<file path="src/rtl/iob_fifo_wr_arbiter.sv">
// Round-robin burst arbiter for the write port of an asynchronous FIFO.
// A burst is granted only when the FIFO level shows room for all of its words.
module iob_fifo_wr_arbiter #(
    parameter int unsigned N_REQ   = 2,
    parameter int unsigned DATA_W  = 32,
    parameter int unsigned ADDR_W  = 4,
    parameter int unsigned BURST_W = 5
) (
    input  logic                       clk_i,
    input  logic                       rst_i,
    input  logic [N_REQ-1:0]           req_i,
    input  logic [N_REQ*BURST_W-1:0]   len_i,
    input  logic [N_REQ-1:0]           valid_i,
    input  logic [N_REQ*DATA_W-1:0]    data_i,
    output logic [N_REQ-1:0]           ready_o,
    output logic [N_REQ-1:0]           grant_o,
    output logic                       busy_o,
    input  logic [ADDR_W:0]            fifo_level_i,
    input  logic                       fifo_full_i,
    output logic                       fifo_w_en_o,
    output logic [DATA_W-1:0]          fifo_w_data_o
);

    localparam int unsigned IDX_W     = $clog2(N_REQ);
    localparam int unsigned LVL_W     = ADDR_W + 1;
    localparam int unsigned CMP_W     = (BURST_W > LVL_W) ? BURST_W : LVL_W;
    localparam int unsigned FIFO_SIZE = 1 << ADDR_W;

    typedef enum logic {
        IDLE,
        BURST
    } state_t;

    state_t               state_q, state_d;
    logic [IDX_W-1:0]     rr_ptr_q, rr_ptr_d;
    logic [IDX_W-1:0]     grant_idx_q, grant_idx_d;
    logic [BURST_W-1:0]   cnt_q, cnt_d;

    logic [BURST_W-1:0]   len_arr  [N_REQ];
    logic [DATA_W-1:0]    data_arr [N_REQ];
    logic [N_REQ-1:0]     eligible;

    for (genvar i = 0; i < N_REQ; i++) begin : g_unpack
        assign len_arr[i]  = len_i[i*BURST_W +: BURST_W];
        assign data_arr[i] = data_i[i*DATA_W +: DATA_W];
        assign eligible[i] = req_i[i] && (len_i[i*BURST_W +: BURST_W] != '0);
    end

    // First eligible requester searching circularly from rr_ptr_q.
    logic             cand_found;
    logic [IDX_W-1:0] cand_idx;
    logic [IDX_W:0]   probe;

    always_comb begin
        cand_found = 1'b0;
        cand_idx   = '0;
        probe      = '0;
        for (int unsigned k = 0; k < N_REQ; k++) begin
            probe = {1'b0, rr_ptr_q} + (IDX_W+1)'(k);
            if (probe >= (IDX_W+1)'(N_REQ)) begin
                probe = probe - (IDX_W+1)'(N_REQ);
            end
            if (!cand_found && eligible[probe[IDX_W-1:0]]) begin
                cand_found = 1'b1;
                cand_idx   = probe[IDX_W-1:0];
            end
        end
    end

    logic [CMP_W-1:0] free_space;
    logic [CMP_W-1:0] cand_len;
    logic             wr_fire;

    assign free_space = CMP_W'(FIFO_SIZE) - CMP_W'(fifo_level_i);
    assign cand_len   = CMP_W'(len_arr[cand_idx]);
    assign wr_fire    = (state_q == BURST) && valid_i[grant_idx_q] && !fifo_full_i;

    always_ff @(posedge clk_i or posedge rst_i) begin
        if (rst_i) begin
            state_q     <= IDLE;
            rr_ptr_q    <= '0;
            grant_idx_q <= '0;
            cnt_q       <= '0;
        end else begin
            state_q     <= state_d;
            rr_ptr_q    <= rr_ptr_d;
            grant_idx_q <= grant_idx_d;
            cnt_q       <= cnt_d;
        end
    end

    always_comb begin
        state_d     = state_q;
        rr_ptr_d    = rr_ptr_q;
        grant_idx_d = grant_idx_q;
        cnt_d       = cnt_q;
        unique case (state_q)
            IDLE: begin
                // No skipping past a candidate that lacks space, so large bursts are not starved.
                if (cand_found && (cand_len <= free_space)) begin
                    state_d     = BURST;
                    grant_idx_d = cand_idx;
                    cnt_d       = len_arr[cand_idx];
                end
            end
            BURST: begin
                if (wr_fire) begin
                    cnt_d = cnt_q - BURST_W'(1);
                    if (cnt_q == BURST_W'(1)) begin
                        state_d  = IDLE;
                        rr_ptr_d = (grant_idx_q == IDX_W'(N_REQ-1)) ? '0 : grant_idx_q + IDX_W'(1);
                    end
                end
            end
            default: state_d = IDLE;
        endcase
    end

    always_comb begin
        grant_o     = '0;
        ready_o     = '0;
        busy_o      = 1'b0;
        fifo_w_en_o = 1'b0;
        if (state_q == BURST) begin
            grant_o[grant_idx_q] = 1'b1;
            ready_o[grant_idx_q] = !fifo_full_i;
            busy_o               = 1'b1;
            fifo_w_en_o          = wr_fire;
        end
    end

    assign fifo_w_data_o = data_arr[grant_idx_q];

endmodule

</file>
<file path="config.mk">
export PLATFORM = sky130hd
export DESIGN_NAME = iob_fifo_wr_arbiter
export DESIGN_NICKNAME = d
export VERILOG_FILES = /design/src/rtl/iob_fifo_wr_arbiter.sv
export SDC_FILE = /design/constraint.sdc
export NUM_CORES = 1
export LEC_CHECK = 0
export CELL_PAD_IN_SITES_DETAIL_PLACEMENT = 1
export CELL_PAD_IN_SITES_GLOBAL_PLACEMENT = 1
export CORE_MARGIN = 3
export CORE_UTILIZATION = 38
export CTS_BUF_LIST = sky130_fd_sc_hd__clkbuf_8
export DETAILED_ROUTE_END_ITERATION = 8
export DONT_BUFFER_PORTS = 1
export PLACE_DENSITY = 0.86
export SYNTH_ARGS = -nofsm -noshare
export SYNTH_HDL_FRONTEND = slang
export SYNTH_SLANG_ARGS = --single-unit
export TNS_END_PERCENT = 50
</file>
<file path="constraint.sdc">
create_clock -name clk_i -period 2.1 [get_ports clk_i]
set_input_delay 0.21 -clock clk_i [delete_from_list [all_inputs] [get_ports clk_i]]
set_output_delay 0.21 -clock clk_i [all_outputs]
set_load 0.05 [all_outputs]
</file>
==> results of run 1 <==
-- cells in the mapped netlist, drive strengths merged --
cell type  number  area, um2
nor3            2       10.0
nand2           9       33.8
a21oi           6       30.0
inv             9       33.8
dfrtp           8        200
o21ba           1       10.0
or2             1       6.26
o22ai           2       18.8
a31oi           2       12.5
o221ai          1       8.76
and4            2       17.5
nand4b          1       8.76
nand3           2       10.0
xor2            3       26.3
buf             1       11.3
o211ai          1       7.51
mux2           37        424
nand2b          3       18.8
mux2i           2       20.0
o21ai           7       38.8
ha              8        100
or4             2       15.0
o31a            1       8.76
clkbuf          5       18.8
a21o            1       8.76
nor2            9       33.8
-- cell families (layout without fill, tap and decap cells) --
kind of cell	after synthesis	after routing	synth area share, %
xor+xnor	3	3	2.32
flops	8	8	17.7
mux	39	39	39.2
compound gates	22	22	12.7
buf+inv	15	32	5.64
simple gates	31	31	13.6
fa+ha+maj	8	8	8.84
-- registers in the layout, summed over array words and instances, names as in the netlist --
| name | flops |
|---|---|
| cnt_q | 5 |
| grant_idx_q | 1 |
| rr_ptr_q | 1 |
| state_q | 1 |
-- repair_timing --
item                                    in CTS  in global routing
buffers inserted                             5                  2
endpoints found under the hold margin        8                  0
hold buffers                                 1                  0
endpoints found under the setup margin       7                  7
gates resized for setup                     11                  4
pin swaps                                    7                  4
-- final cells by class --
class	instances	area, um2	area share, %
Tap cell	31	38.8	2.69
Clock buffer	3	41.3	2.86
Timing Repair Buffer	20	156	10.8
Sequential cell	8	200	13.9
Multi-Input combinational cell	103	973	67.4
Inverter	9	33.8	2.34
-- worst max-delay path, cell delays in order --
cell and delay [ps]:
or4_4 530, o21ai_4 150, o21ba_4 250, mux2_4 340, ha_4 220, and4_1 190
a21oi_2 110, o31a_1 230, o22ai_4 140, a31oi_1 200, o221ai_1 140
-- metal layers --
layer  part of all wire, %  wire length (um)
met5                     0                 0
met4                   2.4                97
met3                   7.7               315
met2                    53              2140
met1                    37              1510
-- per-stage QoR --
stage / instances / utilization, % / instance area, um2 / hold slack, ps
finish: 174 / 51.5 / 1440 / 376
global placement: 163 / 45.0 / 1260 / 58.2
floorplan: 126 / - / 1160 / 25.7
detailed placement: 163 / 45.0 / 1260 / 75.9
CTS: 172 / 49.9 / 1400 / 364
global route: 174 / 51.5 / 1440 / 372
-- worst paths after layout --
check	start	slack (ps)	endpoint	depth (start not counted)
min	len_i[7]	380	cnt_q[2]	3
min in group asynchronous	rst_i	390	cnt_q[0]	2
max in group asynchronous	rst_i	1460	rr_ptr_q	2
max reg2reg	rr_ptr_q	-240	cnt_q[3]	9
max	len_i[0]	-530	cnt_q[3]	11
min reg2reg	rr_ptr_q	530	rr_ptr_q	2
-- where the power goes --
| part | internal [W] | total (W) | switching [W] |
|---|---|---|---|
| combinational | 0.000508 | 0.00166 | 0.00115 |
| sequential | 0.000220 | 0.000310 | 0.0000900 |
| clock | 0.000124 | 0.000178 | 0.0000546 |
==> summary.md, run 1 <==
| Metric | Value |
|---|---|
| Unrepaired setup endpoints after global routing | `true` |
| Gate Count Post-Synth | `126` |
| Pwr Total | `0.00215 W` |
| Number of detailed-route iterations in the first pass | `4` |
| Net Count, Synth | `220` |
| Most common cell after layout, fill and taps aside | `mux2_2` |
| Die width | `approximately 61 um` |
| Fin nets | `239` |
| Post-DP HPWL | `3330 um` |
| Worst VDD drop | `~0.84 mV` |
| Outcome | `complete, but fails checks` |
| Tmin final | `2630 ps` |
| Register area share after synthesis | `approximately 18%` |
| Die area | `3670 um2` |
| Starting DRC count in detailed routing | `29` |
| GR Util met3 | `under 10%` |
| Power Density | `between 1000 and 1500 nW/um2` |
| Sink Count | `8` |
| Final worst slack | `-530 ps` |
| Fillers | `310` |
| Die Span Y | `60.6 um` |
| Inserted Clock Buffers | `3` |
| Grt met2 use | `between 30% and 40%` |
| CP Launch Type | `primary input` |
| Largest net degree at the start of global routing | `21` |
| Core Area | `around 2800 um2` |
| Synthesized cell area | `1130 um2` |
| I/O pins | `124` |
| Clk buf depth | `2` |
| Met1 GRT Util | `24.2%` |
| GP Congestion | `between 0.8 and 0.9` |
| Netlist cell types | `30` |
| Worst Path Arrival | `2710 ps` |
| Vias | `1,057` |
| Global-route wire length before repair | `5510 um` |
| Max Freq | `380 MHz` |
| Slew Viols, Final | `0` |
| Initial antenna violation count | `0` |
| CTS clk-pin slew, worst paths | `40 ps` |
| Avg Inst Size Synth | `8.99 um2` |
| Vias per inst | `6.07` |
| Maximum Capacitance Violations | `0` |
| Ant diodes | `0` |
| Most frequent cells in the layout | `mux2_2 (33), buf_4 (18), inv_1 (9), nor2_1 (9), nand2_1 (9)` |
| Wire per inst | `23.4 um` |
| Crit. End Element | `flip-flop` |
| Final WL | `slightly above 4000 um` |
| Failing checks | `setup timing` |
| Grt ovf | `0` |
| Synthesis-to-layout area growth | `27.5%` |
| Final hold viol count | `0` |
| Worst Tran Pin Value | `543 ps` |
| Hold WC Path Type | `primary input to flip-flop` |
| Worst-path maximum fanout | `8` |
| Synth Register Bits | `8` |
| Fin Clk Skew | `4.28 ps` |
| P_leak | `0.627 nW` |
| H-Tree Depth | `1` |
| Initial Util | `40.4%` |
| Setup_tns | `-3070 ps` |
| Row count | `19` |
| Vias in the first global route | `1,171` |
| Final ANT Viol Nets | `0` |
| Crit Path Class | `primary input to flip-flop` |
| Clock Latency Late Sink | `220 ps` |
| Ratio of cells with drive above 1 in the final layout | `50.3%` |
| # port buffers | `0` |
| Max-Slew Margin vs Limit | `a little under two thirds` |
| Final Cycle Share | `125%` |
| DRC | `0` |
| GRT Total Usage | `20.3%` |
| Clock Tree Root | `clkbuf_8` |
| GR peak layer | `met2` |
| Setup violators final | `7` |
| Worst path required time | `2180 ps` |
| CTS tree | `done` |
| Synth Warn # | `0` |
| Pre-CTS setup slack | `-1020 ps` |
(Power assumes the default switching activity.)
==> run 2: changes to the inputs <==
Settings changed: CORE_MARGIN 3 to not set, TNS_END_PERCENT 50 to not set.
==> run 2 against run 1 <==
The flow still finishes with violations (setup timing). Clock-buffer cell count unchanged. Setup slack better by 16 ps. Design area up 3.4%. Combinational power grew 7%. Register-to-register slack worse by 40 ps. Critical path depth shrank 1. Wire length increased by 8.0%. Final cell count grew 0.57%. Total power is 5.6% higher. Global-route usage up 7.2 points. Sequential power is 1% higher. Critical endpoint is now grant_idx_q.
==> summary.md, run 2 (synthesized netlist as in run 1, its figures left out) <==
| Metric | Value |
|---|---|
| Wire per inst | `25.1 um` |
| Die Span Y | `56.6 um` |
| Die area | `around 3200 um2` |
| DP Area | `1260 um2` |
| Ratio of cells with drive above 1 in the final layout | `between 50% and 60%` |
| Clock Latency Late Sink | `roughly 230 ps` |
| # port buffers | `0` |
| Final WL | `4390 um` |
| Vias per inst | `6.23` |
| CP startpoint | `len_i[0]` |
| H-Tree Depth | `1` |
| Synthesis-to-layout area growth | `31.8%` |
| CP Launch Type | `primary input` |
| Hold slack | `roughly 360 ps` |
| Worst Path Arrival | `2720 ps` |
| Die width | `56.6 um` |
| Core Area | `2780 um2` |
| Initial Util | `approximately 40%` |
| Clk buf depth | `2` |
| Worst VDD drop | `1.12 mV` |
| Ant diodes | `0` |
| Final worst slack | `-514 ps` |
| Core Util, Final | `53.7%` |
| Failing checks | `setup timing` |
| Hold Startpoint | `len_i[7]` |
| Inserted Clock Buffers | `3` |
| Row count | `19` |
| Non-Filler Instances | `175` |
| GRT Total Usage | `between 20% and 30%` |
| Crit Path Class | `primary input to flip-flop` |
| Max Freq | `383 MHz` |
| Global-route wire length before repair | `6460 um` |
| CTS clk-pin slew, worst paths | `40 ps` |
| Sink Count | `8` |
| P_leak | `0.634 nW` |
| Grt ovf | `0` |
| Clock Tree Root | `clkbuf_8` |
| Initial antenna violation count | `0` |
| Most common cell after layout, fill and taps aside | `mux2_2` |
| Final hold viol count | `0` |
| R2R Path Start | `rr_ptr_q` |
| Most frequent cells in the layout | `mux2_2 (34), buf_4 (18), inv_1 (9), nand2_1 (9)` |
| Setup violators final | `7` |
| Post-DP HPWL | `roughly 3500 um` |
| Tmin final | `2610 ps` |
| Fin Clk Skew | `3.31 ps` |
| Vias in the first global route | `1,223` |
| Power Density | `1520 nW/um2` |
| GP Congestion | `about 0.81` |
| CTS tree | `done` |
| Max-Slew Margin vs Limit | `65.3%` |
| Register with the most flip-flops | `cnt_q` |
| Unrepaired setup endpoints after global routing | `true` |
| Starting DRC count in detailed routing | `8` |
| DRC | `0` |
| Crit. End Element | `flip-flop` |
| Number of flip-flops in the largest register | `5` |
| Worst path required time | `roughly 2200 ps` |
| Setup_tns | `-3380 ps` |
| Outcome | `complete, but fails checks` |
| Vias | `1,091` |
| Slew Viols, Final | `0` |
| Hold WC Path Type | `primary input to flip-flop` |
| Worst Tran Pin Value | `521 ps` |
| Fin nets | `240` |
| Worst-path maximum fanout | `6` |
| Largest net degree at the start of global routing | `38` |
| Number of detailed-route iterations in the first pass | `4` |
| Maximum Capacitance Violations | `0` |
| Placed Cells | `161` |
| Final instance area | `1490 um2` |
| Final Cycle Share | `124%` |
| Final ANT Viol Nets | `0` |
| I/O pins | `approximately 120` |
==> run 2: layer usage <==
layer  GRT usage (%)  wire, um
met5               0         0
met4            15.0       123
met3            12.2       537
met2            51.8      2380
met1            23.8      1350
==> run 2: worst paths after layout <==
| check | to | slack [ps] | cells past startpoint |
|---|---|---|---|
| setup / recovery | grant_idx_q | -510 | 10 |
| hold / removal | cnt_q[2] | 360 | 3 |
| setup reg to reg | grant_idx_q | -280 | 8 |
| hold reg to reg | rr_ptr_q | 550 | 2 |
| max in group asynchronous | grant_idx_q | 1490 | 2 |
| min in group asynchronous | cnt_q[4] | 370 | 2 |
==> run 2: worst max-delay path, cell delays in order <==
cell and delay (ps):
or4_4 530, o21ai_4 160, o21ba_4 230, mux2_4 340, ha_4 220, and4_1 190
a21oi_1 120, o31a_1 230, or2_4 160, mux2_2 340
==> run 2: per-stage QoR <==
stage,setup WS [ps],power [W]
after floorplan,-663,0.00163
after global placement,-805,0.00184
after detailed placement,-1120,0.00189
after CTS,-509,0.00219
after global routing,-570,0.00238
final,-514,0.00227
==> run 2: report_power, final <==
part           switching [W]  internal [W]  total [W]
Combinational        0.00122      0.000544    0.00177
Sequential         0.0000938      0.000220   0.000314
Clock              0.0000616      0.000124   0.000186
==> run 2: final cells by class <==
class / count / area [um2]
Tap cell: 31 / 38.8
Inverter: 9 / 33.8
Multi-Input combinational cell: 103 / 1010
Fill cell: 321 / 1290
Sequential cell: 8 / 200
Timing Repair Buffer: 21 / 168
Clock buffer: 3 / 41.3
==> run 2: timing repair <==
action	4_1_cts	5_1_grt
hold buffers	1	0
resized for setup	15	6
endpoints found under the hold margin	8	0
buffers inserted	8	2
pin swaps	8	3
endpoints found under the setup margin	7	7
